[src/rtl/pipe_ctrl.sv]
// Pipeline hazard controller: per-stage stall/bubble/flush generation
// with a RUN/HOLD/FLUSH state machine and a hold-time watchdog.
module pipe_ctrl #(
  parameter int NSTAGE    = 5,
  parameter int NSTART    = 2,
  parameter int TIMEOUT   = 255,
  parameter int FLUSH_CYC = 1,
  parameter int SW        = (NSTAGE > 1) ? $clog2(NSTAGE) : 1,
  parameter int CW        = $clog2(TIMEOUT + 1)
) (
  input  logic              clk,
  input  logic              rst,
  input  logic [NSTAGE-1:0] stall_req,
  input  logic              stop_req,
  input  logic [NSTART-1:0] start_req,
  input  logic              flush_req,
  input  logic [SW-1:0]     flush_stage,
  output logic [NSTAGE-1:0] stall,
  output logic [NSTAGE-1:0] bubble,
  output logic [NSTAGE-1:0] flush,
  output logic [1:0]        state,
  output logic [CW-1:0]     hold_cnt,
  output logic              timeout
);

  // Flush down-counter needs at least one bit even when FLUSH_CYC is 1.
  localparam int FW = (FLUSH_CYC > 1) ? $clog2(FLUSH_CYC) : 1;
  localparam logic [FW-1:0] FLUSH_LOAD = FW'(FLUSH_CYC - 1);
  localparam logic [CW-1:0] HOLD_MAX   = CW'(TIMEOUT);

  typedef enum logic [1:0] {
    RUN   = 2'd0,
    HOLD  = 2'd1,
    FLUSH = 2'd2
  } state_t;

  state_t          state_reg;
  logic [CW-1:0]   hold_cnt_reg;
  logic            timeout_reg;
  logic [SW-1:0]   f_reg;
  logic [FW-1:0]   fcnt_reg;
  logic            pend_reg;

  logic [NSTAGE-1:0] run_stall;
  logic [NSTAGE-1:0] run_bubble;
  logic [NSTAGE-1:0] flush_mask;

  // Per-stage decode: a stage stalls if it or any older stage stalls; the
  // stage just above the oldest stalled one receives a bubble; stages
  // younger than the latched flush stage are invalidated.
  genvar gi;
  generate
    for (gi = 0; gi < NSTAGE; gi++) begin : g_stage
      assign run_stall[gi] = |stall_req[NSTAGE-1:gi];
      if (gi == 0) begin : g_first
        assign run_bubble[gi] = 1'b0;
      end else begin : g_rest
        assign run_bubble[gi] = stall_req[gi-1] & ~run_stall[gi];
      end
      assign flush_mask[gi] = (32'(f_reg) > 32'(gi));
    end
  endgenerate

  // Output selection by state; reset and a same-cycle flush request in RUN
  // suppress the stall/bubble pattern.
  always_comb begin
    stall  = '0;
    bubble = '0;
    flush  = '0;
    if (!rst) begin
      case (state_reg)
        RUN: begin
          if (!flush_req) begin
            stall  = run_stall;
            bubble = run_bubble;
          end
        end
        HOLD:    stall = '1;
        FLUSH:   flush = flush_mask;
        default: ;
      endcase
    end
  end

  // State machine, flush bookkeeping and hold watchdog.
  always_ff @(posedge clk) begin
    if (rst) begin
      state_reg    <= RUN;
      hold_cnt_reg <= '0;
      timeout_reg  <= 1'b0;
      f_reg        <= '0;
      fcnt_reg     <= '0;
      pend_reg     <= 1'b0;
    end else begin
      case (state_reg)
        RUN: begin
          if (flush_req) begin
            state_reg <= FLUSH;
            f_reg     <= flush_stage;
            fcnt_reg  <= FLUSH_LOAD;
            pend_reg  <= 1'b0;
          end else if (stop_req) begin
            state_reg    <= HOLD;
            hold_cnt_reg <= '0;
            timeout_reg  <= 1'b0;
          end
        end
        HOLD: begin
          if (flush_req) begin
            state_reg    <= FLUSH;
            f_reg        <= flush_stage;
            fcnt_reg     <= FLUSH_LOAD;
            pend_reg     <= 1'b0;
            hold_cnt_reg <= '0;
            timeout_reg  <= 1'b0;
          end else if ((|start_req) && !stop_req) begin
            state_reg    <= RUN;
            hold_cnt_reg <= '0;
            timeout_reg  <= 1'b0;
          end else if (hold_cnt_reg != HOLD_MAX) begin
            hold_cnt_reg <= hold_cnt_reg + CW'(1);
            timeout_reg  <= (hold_cnt_reg + CW'(1) == HOLD_MAX);
          end
        end
        FLUSH: begin
          if (flush_req) begin
            // Re-flush keeps the widest invalidation window seen so far.
            if (flush_stage > f_reg) begin
              f_reg <= flush_stage;
            end
            fcnt_reg <= FLUSH_LOAD;
            if (stop_req) begin
              pend_reg <= 1'b1;
            end
          end else if (fcnt_reg == '0) begin
            state_reg    <= (pend_reg || stop_req) ? HOLD : RUN;
            pend_reg     <= 1'b0;
            hold_cnt_reg <= '0;
            timeout_reg  <= 1'b0;
          end else begin
            fcnt_reg <= fcnt_reg - FW'(1);
            if (stop_req) begin
              pend_reg <= 1'b1;
            end
          end
        end
        default: state_reg <= RUN;
      endcase
    end
  end

  assign state    = state_reg;
  assign hold_cnt = hold_cnt_reg;
  assign timeout  = timeout_reg;

endmodule

[config.mk]
export PLATFORM = sky130hd
export DESIGN_NAME = pipe_ctrl
export DESIGN_NICKNAME = d
export VERILOG_FILES = /design/src/rtl/pipe_ctrl.sv
export SDC_FILE = /design/constraint.sdc
export NUM_CORES = 1
export LEC_CHECK = 0
export CAP_MARGIN = 10
export CORE_MARGIN = 8
export CORE_UTILIZATION = 40
export DETAILED_ROUTE_END_ITERATION = 8
export HOLD_SLACK_MARGIN = 0.05
export PLACE_DENSITY_LB_ADDON = 0.2
export SLEW_MARGIN = 10
export SYNTH_ARGS = -nofsm -noshare
export SYNTH_HDL_FRONTEND = slang
export SYNTH_SLANG_ARGS = --single-unit
[constraint.sdc]
create_clock -name clk -period 1.8 [get_ports clk]
set_input_delay 0.54 -clock clk [delete_from_list [all_inputs] [get_ports clk]]
set_output_delay 0.54 -clock clk [all_outputs]
set_load 0.02 [all_outputs]
Word-level counts from Yosys, hierarchy flattened
Index checks and enable logic that the tools add are counted.

word-level totals
  flip-flop bits (word level) = 16
  bits of input ports = 14
  output and inout bits = 26
  word-level logic and storage cells = 96

cells by class
  add/sub/neg operators = 2
  magnitude comparators = 6
  equality and inequality tests = 14
  mux-type cells = 44
  bitwise operators = 8
  reduce and logical (&&, ||, !) cells = 16

operators by type and width
  cell                                                 count
  two-way mux 8 bit                                    7
  two-way mux 5 bit                                    7
  case mux 8 bit (3 select lines)                      1
  two-way mux 1 bit                                    14
  two-way mux 2 bit                                    6
  inequality test 2 bit (second input constant)        6
  case mux 5 bit (2 select lines)                      1
  two-way mux 3 bit                                    3
  adder 8 x 1 -> 8 bit (second input constant)         1
  equality test 8 bit (second input constant)          1
  inequality test 8 bit (second input constant)        1
  AND reduction 4 bit                                  2
  > comparator 3 x 1 -> 1 bit (second input constant)  2
  > comparator 3 x 2 -> 1 bit (second input constant)  2
  inequality test 3 bit (second input constant)        2
  case mux 2 bit (3 select lines)                      1
  case mux 3 bit (2 select lines)                      1
  AND reduction 6 bit                                  1
  OR reduction 2 bit                                   3
  OR reduction 5 bit                                   1
  AND 1 bit                                            4
  inequality test 4 bit (second input constant)        1
  NOT 1 bit                                            4
  case mux 1 bit (2 select lines)                      2
  16 further kinds                                     16

Longest topological paths before layout
  depth in word-level cells = 6
  depth in mapped cells = 7
  mapped depth without buffers = 7

Worst setup path after synthesis
OpenSTA, ideal clock, no wires.

  path type = flip-flop to output port
  start = reg state_reg[1] (netlist: state[1])
  end = out flush[2]
  arrival time = 1.984 ns
  data required time = 1.260 ns
  path slack = -0.724 ns
  stages on the path, launching flop included = 5
  buffers on the path = 1
  cells stage by stage = dfxtp_1 > buf_2 > nor3b_1 > a21boi_0 > nor2b_1

between the ends
  longest elaborated chain between the ends = 3

RTL lines
  element                 RTL line  RTL
  start, declared         37        state_t state_reg;
  start signal, assigned  136       state_reg <= (pend_reg || stop_req) ? HOLD : RUN;
  equality test 2 bit     71        case (state_reg)
  two-way mux 5 bit       71
  two-way mux 5 bit       70        if (!rst) begin
  end, declared           20        output logic [NSTAGE-1:0] flush,

Every way passes these cells.

Worst setup path after layout
  start = reg state_reg[1] (netlist: state[1])
  end = out bubble[2]

between the ends
  longest elaborated chain between the ends = 3

RTL lines
  element            RTL line  RTL
  zero test 2 bit    71
  two-way mux 5 bit  71
  two-way mux 5 bit  70
  end, declared      19        output logic [NSTAGE-1:0] bubble,

Every way passes these cells.

==> results by group <==
Outcome
  • Status: finished, violations left
  • Violated checks: negative setup slack

Min path
  • Min-Delay Path Class: register to register
  • Hold Path Depth: 2
  • Worst Hold End: f_reg[2]
  • Hold path startpoint: f_reg[2]

Pwr
  • P_leak: 0.926 nW
  • Worst vdd ir: 0.312 mV
  • PwrDens: 415 nW/µm²
  • Total Power: 812 µW

Yosys
  • FF+latch count, synth: 15
  • Ys async rst share: 0%
  • Syn nets: 169
  • Syn_area_per_cell: 7.39 µm²
  • Dominant synthesized flop cell: dfxtp_1
  • Post-Syn Instances: 150
  • Register area share after synthesis: 27.1%
  • Post-synth EDFFs: 0
  • Post-synthesis cell type count: 41
  • Synth warnings: 0
  • Mapped Area: 1110 µm²

Global routing
  • Gr ovfl total: 0
  • First-pass GRT wire length: 6040 µm
  • Total track usage: 16.2%
  • Initial antenna violation count: 0
  • Largest net degree at the start of global routing: 14
  • Vias in the first global route: 1383

Placed design
  • Dpl cells: 247
  • Final Wtd Congestion: 0.858
  • Final HPWL from detailed placement: 2780 µm
  • PortBufs: 38

Worst setup path
  • Crit path DAT: 1.44 ns
  • CP max FO: 4
  • Critical Path RT: 1.26 ns
  • Reg-to-reg startpoint: state[0]
  • CP Capture Type: output port
  • FF-to-FF End: hold_cnt[6]
  • Crit start category: register
  • R2R cell count: 5
  • R2r setup slk: 0.10 ns
  • Crit Path Category: register to output port

Timing
  • Setup tns final: -1.18 ns
  • Final-report hold violation count: 0
  • # setup viols final: 11
  • RSZ-0062 raised after global routing: true
  • Post-route setup slack: -0.177 ns
  • Period minus WS final: 1.98 ns
  • Final period util: 110%
  • Worst-case clock skew: 0.00759 ns
  • FMAX: 506 MHz
  • Final Max Slew Viols: 0

Floorplanning
  • Initial Util: 41.3%
  • Die ar.: 4710 µm²
  • DIE WIDTH: 68.6 µm
  • I/O pin total: 40
  • Core Area: 2690 µm²
  • DIE HEIGHT: 68.6 µm
  • Rows: 19

CTS
  • Hold buffers post-CTS: 0
  • Clk buf depth: 2
  • Clock latency on the worst-skew pair: 0.29 ns
  • CTS buffer count: 3
  • CTS tree: built
  • CTS H-tree lvls: 1
  • CTS Sinks: 15
  • Clk slew on worst S/H paths: 0.10 ns
  • Root buf cell: clkbuf_4

Finish
  • Multi-input gate area: 872 µm²
  • Ant. Diodes: 0
  • Register area: 308 µm²
  • Finished Core Util: 72.8%
  • Largest register FFs: 8
  • Finished Layout Cells: 253
  • Most frequent cells in the layout: 33 x buf_4, 21 x buf_6, 16 x nor2_1, 14 x a21oi_1
  • Final net count: 242
  • Most common cell after layout, fill and taps aside: buf_4
  • Fill cells: 221
  • Fraction of layout cells with a size suffix above 1: 39.6%
  • Area delta synth->final: 76.3%

Job
  • Maxcap violations: 0

Routing
  • Vias: 1375
  • Vias per inst: 5.43
  • First drt pass iteration count: 4
  • Routed Antenna Nets: 0
  • Drt wl/cell: 14.6 µm
  • Post-Route WL: 3700 µm
  • DRC Markers: 0
  • DR iter-0 viols: 67
-- report_power, final --
part           internal (mW)  switching, mW
Sequential             0.340        0.00850
Clock                 0.0862          0.119
Combinational          0.134          0.124
Total                  0.560          0.251
-- per-layer routing --
layer,up-vias,track usage (%),share of wire [%]
li1,681,-,-
met1,647,18.1,40
met2,43,27.8,52
met3,4,6.46,7.3
met4,0,4.60,0.62
met5,-,0,0
-- kinds of logic (layout without fill, tap and decap cells) --
family	Yosys count	after routing	synth area share, %
AOI/OAI and AO/OA	43	43	23.1
xor gates and xnor gates	2	2	1.58
adders and majority gates	5	5	5.64
buffers and inverters	13	85	4.85
DFF	15	15	27.1
muxes	4	4	3.61
other	1	1	0.338
and+or+nand+nor	67	67	33.7
-- what timing repair did --
| item | CTS | global route |
|---|---|---|
| buffers inserted | 1 | 1 |
| gates resized for setup | 138 | 21 |
| setup endpoints to repair | 33 | 26 |
| pin swaps | 15 | 7 |
-- worst max-delay path, stage by stage (launching register included) --
cell and delay (ns):
dfxtp_4 0.37, buf_4 0.14, nor4_4 0.23, and4b_2 0.30
buf_6 0.12
-- synth_stat cells (all sizes together) (2+ instances only) --
cell | instances | area [µm²]
inv | 7 | 26.3
nand2 | 10 | 40.0
a21oi | 17 | 85.1
nor4 | 2 | 12.5
nand4 | 2 | 12.5
o21ai | 10 | 50.1
buf | 2 | 12.5
o21bai | 2 | 15.0
nor3 | 2 | 10.0
clkbuf | 4 | 15.0
a21boi | 2 | 15.0
dfxtp | 15 | 300
nand3 | 5 | 25.0
nor2b | 4 | 25.0
o21a | 6 | 45.0
nor2 | 19 | 71.3
nor3b | 3 | 38.8
or3 | 3 | 18.8
ha | 5 | 62.6
and3 | 4 | 25.0
mux2i | 4 | 40.0
nand2b | 7 | 43.8
-- per-stage QoR --
stage / area, µm² / worst slack [ns] / hold slack, ns
after floorplan: 1150 / -0.0389 / 0.462
after global placement: 1800 / -1.05 / 0.498
after detailed placement: 1800 / -1.08 / 0.514
after CTS: 1890 / -0.136 / 0.528
after global routing: 1950 / -0.224 / 0.531
final: 1950 / -0.177 / 0.506
-- area by class of cell --
type,instances,share of cell area [%]
Inverter,7,1.34
Multi-Input combinational cell,122,44.6
Clock buffer,4,1.34
Timing Repair Buffer,74,35.0
Tap cell,31,1.98
Sequential cell,15,15.7
-- worst max-delay path by stage --
| stage | startpoint | to | slack [ns] | depth (start not counted) |
|---|---|---|---|---|
| 2_1_floorplan | state[1] | flush[2] | -0.04 | 4 |
| 3_3_place_gp | rst | bubble[2] | -1.05 | 4 |
| 3_5_place_dp | rst | flush[2] | -1.08 | 5 |
| 4_1_cts | stall_req[1] | stall[0] | -0.14 | 6 |
| 5_1_grt | state[1] | bubble[2] | -0.22 | 4 |
| 6_report | state[1] | bubble[2] | -0.18 | 4 |
No activity file was read; power rests on OpenSTA's default activity.
